===== src/rtl/keypad_encoder_sync.sv =====
// Debounced keypad encoder: synchronises raw key lines, debounces press and
// release, and emits one load strobe (or an error pulse) per key press.
`timescale 1ns/1ps
module keypad_encoder_sync #(
  parameter int N_KEYS          = 10,
  parameter int DIGIT_W         = 4,
  parameter int DEBOUNCE_CYCLES = 16,
  parameter int MODE            = 0
) (
  input  logic               clk,
  input  logic               rst,
  input  logic [N_KEYS-1:0]  keypad,
  input  logic               enablen,
  output logic [DIGIT_W-1:0] digit,
  output logic               loadn,
  output logic               error,
  output logic               busy
);

  localparam int CNT_W = $clog2(DEBOUNCE_CYCLES + 1);
  localparam logic [CNT_W-1:0] CNT_LAST = CNT_W'(DEBOUNCE_CYCLES - 1);

  localparam logic [2:0] S_IDLE     = 3'd0;
  localparam logic [2:0] S_DEBOUNCE = 3'd1;
  localparam logic [2:0] S_EMIT     = 3'd2;
  localparam logic [2:0] S_HELD     = 3'd3;
  localparam logic [2:0] S_RELEASE  = 3'd4;

  logic [N_KEYS-1:0]  r_sync1;
  logic [N_KEYS-1:0]  r_ks;
  logic [N_KEYS-1:0]  r_snap;
  logic [2:0]         r_state;
  logic [CNT_W-1:0]   r_cnt;
  logic [DIGIT_W-1:0] r_digit;
  logic               r_loadn;
  logic               r_error;

  logic [DIGIT_W-1:0] w_code_tab [N_KEYS];
  logic [DIGIT_W-1:0] w_code;
  logic               w_valid;

  // Key b encodes as (N_KEYS - b) mod N_KEYS.
  for (genvar gi = 0; gi < N_KEYS; gi++) begin : g_code
    assign w_code_tab[gi] = (gi == 0) ? '0 : DIGIT_W'(N_KEYS - gi);
  end

  // Highest set bit of the snapshot; in strict mode only one bit may be set.
  always_comb begin
    w_code = '0;
    for (int b = 0; b < N_KEYS; b++) begin
      if (r_snap[b]) w_code = w_code_tab[b];
    end
    w_valid = (MODE != 0) || $onehot(r_snap);
  end

  always_ff @(posedge clk or posedge rst) begin
    if (rst) begin
      r_sync1 <= '0;
      r_ks    <= '0;
      r_snap  <= '0;
      r_state <= S_IDLE;
      r_cnt   <= '0;
      r_digit <= '0;
      r_loadn <= 1'b1;
      r_error <= 1'b0;
    end else begin
      r_sync1 <= keypad;
      r_ks    <= r_sync1;
      r_loadn <= 1'b1;
      r_error <= 1'b0;
      if (enablen) begin
        r_state <= S_IDLE;
        r_cnt   <= '0;
      end else begin
        case (r_state)
          S_IDLE: begin
            if (r_ks != '0) begin
              r_state <= S_DEBOUNCE;
              r_snap  <= r_ks;
              r_cnt   <= '0;
            end
          end
          S_DEBOUNCE: begin
            if (r_ks != r_snap) begin
              r_state <= S_IDLE;
            end else if (r_cnt == CNT_LAST) begin
              r_state <= S_EMIT;
              if (w_valid) begin
                r_digit <= w_code;
                r_loadn <= 1'b0;
              end else begin
                r_error <= 1'b1;
              end
            end else begin
              r_cnt <= r_cnt + CNT_W'(1);
            end
          end
          S_EMIT: r_state <= S_HELD;
          S_HELD: begin
            if (r_ks == '0) begin
              r_state <= S_RELEASE;
              r_cnt   <= '0;
            end
          end
          S_RELEASE: begin
            if (r_ks != '0) begin
              r_state <= S_HELD;
            end else if (r_cnt == CNT_LAST) begin
              r_state <= S_IDLE;
            end else begin
              r_cnt <= r_cnt + CNT_W'(1);
            end
          end
          default: r_state <= S_IDLE;
        endcase
      end
    end
  end

  assign digit = r_digit;
  assign loadn = r_loadn;
  assign error = r_error;
  assign busy  = (r_state != S_IDLE);

endmodule


===== config.mk =====
export PLATFORM = sky130hd
export DESIGN_NAME = keypad_encoder_sync
export DESIGN_NICKNAME = d
export VERILOG_FILES = /design/src/rtl/keypad_encoder_sync.sv
export SDC_FILE = /design/constraint.sdc
export NUM_CORES = 1
export LEC_CHECK = 0
export CORE_MARGIN = 3
export CORE_UTILIZATION = 55
export CTS_CLUSTER_SIZE = 8
export DETAILED_ROUTE_END_ITERATION = 12
export DONT_BUFFER_PORTS = 1
export MAX_ROUTING_LAYER = met4
export PLACE_DENSITY_LB_ADDON = 0.12
export SETUP_SLACK_MARGIN = 0.05
export SLEW_MARGIN = 30
export SYNTH_ARGS = -nofsm -noshare
export SYNTH_HDL_FRONTEND = slang
export SYNTH_SLANG_ARGS = --single-unit

===== constraint.sdc =====
create_clock -name clk -period 4.9 [get_ports clk]
set_input_delay 0.98 -clock clk [delete_from_list [all_inputs] [get_ports clk]]
set_output_delay 0.98 -clock clk [all_outputs]
set_load 0.03 [all_outputs]

==> Word-level counts from Yosys, hierarchy flattened <==
Cells that the tools add are included.
{ "totals": {"reg_bits": 44, "input_bits": 13, "output_inout_bits": 7, "wordCells": 75} }
{ "classes": {"addsub": 10, "n_eq_ne": 13, "mux": 33, "bitwise_logic": 2, "reduce_logical": 9} }
{ "ops": {"columns": ["operator", "count"], "rows": [
  ["two-way mux 4 bit", 9],
  ["two-way mux 5 bit", 6],
  ["two-way mux 3 bit", 7],
  ["case mux 5 bit (4 select lines)", 1],
  ["case mux 3 bit (5 select lines)", 1],
  ["inequality test 3 bit, second input constant", 4],
  ["adder 1 x 1 -> 2 bit", 5],
  ["logical NOT 10 bit", 1],
  ["inequality test 10 bit", 1],
  ["AND reduction 5 bit", 2],
  ["nonzero test 10 bit", 1],
  ["two-way mux 1 bit", 9],
  ["inequality test 4 bit, second input constant", 2],
  ["adder 2 x 2 -> 3 bit", 2],
  ["== test 3 x 2 -> 1 bit, second input constant", 2],
  ["adder 5 x 1 -> 5 bit, second input constant", 1],
  ["== test 5 x 4 -> 1 bit, second input constant", 1],
  ["nonzero test 5 bit", 1],
  ["adder 3 x 3 -> 4 bit", 1],
  ["adder 4 x 2 -> 4 bit", 1],
  ["== test 4 x 1 -> 1 bit, second input constant", 1],
  ["AND reduction 4 bit", 1],
  ["== test 3 x 1 -> 1 bit, second input constant", 1],
  ["== test 3 bit, second input constant", 1],
  ["4 further kinds", 5]
]} }

==> Depth between registers and ports, before layout <==
Gate-level depths: netlist of the first run.
{ "logic_depth": {"ltp_word": 10, "mapped_depth": 13, "mapped_depth_nobuf": 13} }

==> Worst setup path after synthesis of the first run <==
No wires, ideal clock.
{ "synth_timing": {"path_type": "flip-flop to flip-flop", "start": "reg r_snap[1]", "end": "reg r_digit[0], in the netlist digit[0]", "setup_time_ns": 0.125, "t_arrival_ns": 3.561, "slack_ns": 1.214, "path_stages_with_launch": 14, "period_less_slack_ns": 3.686, "path_cell_list": "dfrtp_1 fa_1 fa_1 inv_1 fa_1 inv_1 ha_1 inv_1 fa_1 a2111oi_0 a21oi_1 nor2_1 nand3_4 mux2_4"} }
{ "synth_between": {"elab_chain_len": 9, "word_cells_on_any_way": 17, "cone_classes": "add/sub: 4; eq/ne: 2; mux: 9; bitwise: 1; reduce/logical: 1"} }
{ "synth_rtl": {"columns": ["item", "line_no", "source"], "rows": [
  ["start, declared", "31", "logic [N_KEYS-1:0] r_snap;"],
  ["start signal, assigned", "79", "r_snap <= r_ks;"],
  ["branches (longest 9 deep; another with adder 3 x 3 -> 4 bit)", null, null],
  ["end signal, assigned", "89", "r_digit <= w_code;"],
  ["end, declared", "34", "logic [DIGIT_W-1:0] r_digit;"]
]} }
Several ways; the timed one is not identified.
A chain may end at the register's enable or synchronous reset.

==> Worst setup path after layout of the first run <==
Same ends and word-level chain as after synthesis.

==> results.py, run 1 <==
metrics = {
    "final_layout": {
        "fill_cells": 289,
        "utilization_pct": 64.2,
        "syn_to_final_growth_pct": 8.48,
        "multi_input_area_sq_um": 866,
        "final_nets": 199,
        "n_antenna_cell": 0,
        "instances_no_fill": 223,
        "final_common_cell": "dfrtp_1",
        "finish.instance_area_sq_mm": 0.00223,
        "final_cell_mix": "dfrtp_1, inv_1, xnor2_1",
        "drive_above_1_share_pct": 11.9,
        "seq_area_sq_mm": 0.00110,
    },
    "critical_path": {
        "cp.arrival_ns": 4.07,
        "worstSetupStartpoint": "r_snap[1]",
        "r2r_setup_slack_ns": 1.01,
        "r2r-start": "r_snap[1]",
        "crit_type": "reg -> reg",
        "cp_max_fo": 5,
        "cp_data_required_time_ns": 5.08,
        "crit_end": "digit[0]",
        "r2r_end": "digit[0]",
        "endpoint_kind": "flop",
        "r2r_cells": 13,
        "startpoint_type": "flop",
    },
    "die": {
        "ioPinCount": 20,
        "core_sq_mm": 0.00347,
        "die_width_um": 67.1,
        "fp.dieArea_sq_mm": 0.00450,
        "die_h_um": 67.1,
        "start_util_pct": 59.2,
        "num_rows": 21,
    },
    "global_route": {
        "grt_pass1_vias": 1337,
        "antenna_found_initial": 0,
        "grt_first_pass_wirelength_um": 6260,
        "grt_max_degree": 45,
        "globalRouteOverflowTotal": 0,
        "track_usage_pct": 19.4,
    },
    "sta": {
        "max_freq_ghz": 0.257,
        "setup_viol": 0,
        "slew_viol_final": 0,
        "tightest_slew_ns": 0.862,
        "rsz0062_at_grt": "false",
        "period_share_pct": 79.3,
        "hold_violations": 0,
        "slew-limit-headroom_pct": 42.2,
        "fin_setup_tns_ns": 0,
        "fin_worst_skew_ns": 0.00659,
        "min_period_ns": 3.89,
        "finalWorstSetupSlack_ns": 1.01,
    },
    "clock_tree": {
        "cts_setup_buffers": 0,
        "cts_tree": "built",
        "cts-htree-levels": 2,
        "cts.repair.resized": 0,
        "numCtsBuffers": 5,
        "root_buffer": "clkbuf_8",
        "clk_pin_slew_ns": 0.08,
        "numClockSinks": 44,
        "cts_buffer_depth": 2,
        "postCtsHoldBufs": 0,
        "insertion_delay_ns": 0.29,
    },
    "routing": {
        "drt_iter0_markers": 90,
        "drt-total-wl_um": 3420,
        "via_per_inst": 5.65,
        "drc": 0,
        "first_pass_iters": 4,
        "wl_per_cell_um": 15.3,
        "route.vias.total": 1259,
        "antenna_left": 0,
    },
    "pwr": {
        "pwr-share-clk_pct": 31.4,
        "power_density_mw_per_mm2": 412,
        "cellLeakagePower_nw": 0.968,
        "p_sw_w": 0.000273,
        "swShare_pct": 29.7,
        "seqPwrFrac_pct": 45.4,
        "cellInternalPower_w": 0.000645,
        "ir_drop_v": 0.000358,
        "pwr-share-comb_pct": 23.2,
    },
    "synthesis": {
        "synth_edf_count": 0,
        "synth_nets": 193,
        "syn_area_sq_mm": 0.00205,
        "syn_area_per_cell_sq_um": 12.1,
        "async_flop_share_pct": 100,
        "ys_ff_latch": 44,
        "synthCells": 170,
        "ys_types": 41,
        "yosysWarningCount": 0,
        "seq_area_frac_synth_pct": 53.7,
        "synth_flop_cell": "dfrtp_1",
    },
    "placed_design": {
        "post_dp_cell_area_sq_mm": 0.00210,
        "place.port_buffers": 0,
        "dp.cells": 215,
        "dp.final_hpwl_um": 2570,
        "gp_congestion": 0.903,
        "pre_cts_ws_ns": 0.991,
    },
    "status": {
        "status": "complete, no violations",
    },
    "job": {
        "cap_violations": 0,
    },
    "hold_path": {
        "hp-class": "reg -> reg",
    },
}
==> synth_stat cells, types with 3 or more instances <==
cell	instances	area, sq um
nor2b_1	3	18.8
fa_1	6	120
nor2_1	7	26.3
mux2_1	7	78.8
nand3_1	4	20.0
inv_1	19	71.3
xnor2_1	10	87.6
a21oi_1	7	35.0
a31o_1	3	26.3
nand2_1	9	33.8
nor3_1	4	20.0
mux2_4	3	45.0
o21ai_1	4	20.0
o211ai_1	4	30.0
ha_1	4	50.1
dfrtp_1	43	1080
nor4_2	3	37.5
==> cell type report <==
type | count | area share, %
Clock buffer | 6 | 3.71
Clock inverter | 2 | 1.74
Inverter | 19 | 3.20
Multi-Input combinational cell | 105 | 38.9
Sequential cell | 44 | 49.5
Tap cell | 46 | 2.59
Timing Repair Buffer | 1 | 0.337
==> worst max-delay path, cell delays in order (launching register included) <==
cell and delay (ns):
dfrtp_1 0.45, fa_1 0.51, fa_1 0.51, inv_1 0.05, fa_1 0.42, inv_1 0.06
ha_1 0.14, inv_1 0.05, fa_1 0.37, a2111oi_0 0.38, a21oi_1 0.07, nor2_1 0.28
nand3_4 0.15, mux2_4 0.31
==> per-layer routing <==
| layer | part of all wire (%) | track usage (%) | up-vias | wire, um |
|---|---|---|---|---|
| met2 | 50 | 30.4 | 38 | 1710 |
| met5 | 0 | - | - | 0 |
| met1 | 45 | 24.7 | 619 | 1530 |
| li1 | - | - | 600 | - |
| met4 | 0.47 | 6.08 | 0 | 16 |
| met3 | 4.6 | 4.89 | 2 | 158 |
==> worst min-delay path by stage <==
stage | startpoint | to | slack, ns | cells after the start
3_5_place_dp | r_sync1[3] | r_ks[3] | 0.34 | 0
6_report | r_sync1[3] | r_ks[3] | 0.35 | 0
5_1_grt | r_sync1[1] | r_ks[1] | 0.36 | 0
3_3_place_gp | r_sync1[3] | r_ks[3] | 0.33 | 0
4_1_cts | r_sync1[3] | r_ks[3] | 0.35 | 0
2_1_floorplan | r_sync1[0] | r_ks[0] | 0.33 | 0
==> cell families after synthesis <==
kind of cell               synth area share (%)
buffers and inverters                      4.09
xor gates and xnor gates                   4.27
adders and majority gates                  8.29
and+or+nand+nor                            13.0
muxes                                      6.52
DFF                                        53.7
AOI/OAI and AO/OA                          10.1
==> per-stage QoR <==
| step | power (W) | hold slack, ns |
|---|---|---|
| final | 0.000918 | 0.351 |
| after CTS | 0.000927 | 0.354 |
| after floorplan | 0.000589 | 0.331 |
| after global placement | 0.000622 | 0.332 |
| after detailed placement | 0.000642 | 0.336 |
| after global routing | 0.000988 | 0.363 |
==> registers in the layout, summed over array words and instances (netlist names) <==
name     count
r_ks        10
r_snap      10
r_sync1     10
r_cnt        5
digit        4
r_state      3
error        1
loadn        1
==> power groups by stage <==
stage          combinational, W  clock, W  sequential, W
2_1_floorplan          0.000176         0       0.000414
3_5_place_dp           0.000218         0       0.000423
3_3_place_gp           0.000202         0       0.000421
4_1_cts                0.000218  0.000293       0.000416
5_1_grt                0.000254  0.000313       0.000421
6_report               0.000213  0.000288       0.000416
No activity file was read; power rests on OpenSTA's default activity.
==> run 2, diff against run 1 <==
==> constraint.sdc (replaced) <==
create_clock -name clk -period 3.7 [get_ports clk]
set_input_delay 0.74 -clock clk [delete_from_list [all_inputs] [get_ports clk]]
set_output_delay 0.74 -clock clk [all_outputs]
set_load 0.03 [all_outputs]
==> results.py, run 2 (synthesis gave the netlist of run 1 again) <==
metrics = {
    "critical_path": {
        "cp_data_required_time_ns": 3.88,
        "cpMostUsedCell": "fa_1",
        "cp_max_fo": 4,
        "startpoint_type": "flop",
        "cpPeakStageDelay_ns": 0.52,
        "crit_chain": "fa_1, fa_1, inv_1, fa_1, inv_2, ha_4, inv_2, fa_2, a2111oi_4, a21oi_2, nor2_2, nand3_4, mux2_4",
        "cpLargestDelayFamily": "adder cells",
        "endpoint_kind": "flop",
        "crit_buf_inv": 3,
        "crit_type": "reg -> reg",
        "cp.arrival_ns": 3.72,
        "worst_path_max_delay_cell": "fa_1",
    },
    "global_route": {
        "grt_first_pass_wirelength_um": 6400,
        "antenna_found_initial": 0,
        "track_usage_pct": 19.9,
        "grt_max_degree": 21,
        "grt_util_met3_pct": 5.06,
        "gr-usage-met1_pct": 25.1,
        "grt_use_met2_pct": 30.3,
        "globalRouteOverflowTotal": 0,
        "grt_pass1_vias": 1433,
        "grt_most_used_layer": "met2",
    },
    "die": {
        "die_h_um": 67.1,
        "fp.dieArea_sq_mm": 0.00450,
        "die_width_um": 67.1,
        "start_util_pct": 59.2,
        "ioPinCount": 20,
        "core_sq_mm": 0.00347,
        "num_rows": 21,
    },
    "sta": {
        "max_freq_ghz": 0.283,
        "hold_violations": 0,
        "rsz0062_at_grt": "true",
        "tightest_slew_ns": 0.927,
        "min_period_ns": 3.54,
        "slew_viol_final": 0,
        "fin_worst_skew_ns": 0.00762,
        "slew-limit-headroom_pct": 37.8,
        "period_share_pct": 95.6,
        "holdWs_ns": 0.346,
        "setup_viol": 0,
    },
    "routing": {
        "antenna_left": 0,
        "drc": 0,
        "first_pass_iters": 4,
        "wl_per_cell_um": 15.5,
        "drt-total-wl_um": 3650,
        "route.vias.total": 1325,
        "via_per_inst": 5.64,
        "drt_iter0_markers": 50,
    },
    "placed_design": {
        "dp.final_hpwl_um": 2790,
        "place.port_buffers": 0,
        "gp_congestion": 0.965,
    },
    "clock_tree": {
        "numClockSinks": 44,
        "clk_pin_slew_ns": 0.08,
        "insertion_delay_ns": 0.30,
        "root_buffer": "clkbuf_8",
        "cts_buffer_depth": 2,
        "cts_tree": "built",
        "cts-htree-levels": 2,
        "numCtsBuffers": 5,
    },
    "final_layout": {
        "final_cell_mix": "dfrtp_1, inv_1, buf_4",
        "utilization_pct": 67.6,
        "n_antenna_cell": 0,
        "top_regs": "r_ks (10), r_snap (10), r_sync1 (10)",
        "syn_to_final_growth_pct": 14.3,
        "final_common_cell": "dfrtp_1",
        "fill_cells": 279,
        "drive_above_1_share_pct": 21.2,
        "final_nets": 211,
    },
    "pwr": {
        "ir_drop_v": 0.000313,
        "finalPower_w": 0.00135,
        "cellLeakagePower_nw": 1.02,
        "power_density_mw_per_mm2": 577,
    },
    "status": {
        "status": "complete, no violations",
    },
    "hold_path": {
        "hp-class": "reg -> reg",
    },
    "job": {
        "cap_violations": 0,
    },
}
run 2: worst paths after layout:
path	startpoint	endpoint	slack, ns	cells past startpoint
max in group asynchronous	rst	loadn	2.55	2
hold / removal	r_sync1[0]	r_ks[0]	0.35	0
hold reg to reg	r_sync1[0]	r_ks[0]	0.35	0
setup / recovery	r_snap[0]	digit[1]	0.16	13
setup reg to reg	r_snap[0]	digit[1]	0.16	13
min in group asynchronous	rst	r_ks[8]	0.44	1
run 2: per-layer routing:
metal	part of all wire [%]	wire, um
met4	3.9	144
met5	0	0
met1	44	1610
met2	46	1680
met3	5.9	215
run 2: timing repair:
action / 4_1_cts / 5_1_grt
buffers inserted: 1 / 2
hold buffers: 0 / 0
gates resized for setup: 4 / 5
pin swaps: 4 / 2
setup endpoints to repair: 3 / 4
endpoints found under the hold margin: 0 / 0
run 2: cell type report:
type | instances | area [sq um] | share of cell area, %
clock buffer | 5 | 68.8 | 2.93
clock inverter | 3 | 42.5 | 1.81
inverter | 19 | 71.3 | 3.04
multi-input combinational | 105 | 906 | 38.6
sequential | 44 | 1100 | 47.0
tap | 46 | 57.6 | 2.45
timing repair buffer | 13 | 97.6 | 4.16
run 2: power by group:
| part | leakage [nW] | switching, W | total [W] | internal, W |
|---|---|---|---|---|
| Combinational | 0.427 | 0.000237 | 0.000456 | 0.000218 |
| Sequential | 0.537 | 0.0000297 | 0.000540 | 0.000510 |
| Clock | 0.0541 | 0.000159 | 0.000359 | 0.000200 |
| Total | 1.02 | 0.000426 | 0.00135 | 0.000928 |
run 2: per-stage QoR:
step                cells  TNS, ns  area (sq um)  worst slack, ns
global placement      224        0          2170           0.0351
global route          235        0          2350           0.0151
CTS                   233        0          2300            0.127
finish                235        0          2350            0.162
floorplan             170        0          2050           0.0604
detailed placement    224   -0.224          2170          -0.0778
run 2: worst register-to-register path, delay by kind of cell (launching register included):
kind                     cells  cell delay [ns]
AO/OA/AOI/OAI                2             0.29
adder cells (fa/ha/maj)      5             1.96
buffers and inverters        3             0.17
flip-flops                   1             0.40
multiplexers                 1             0.31
AND/OR/NAND/NOR              2             0.30
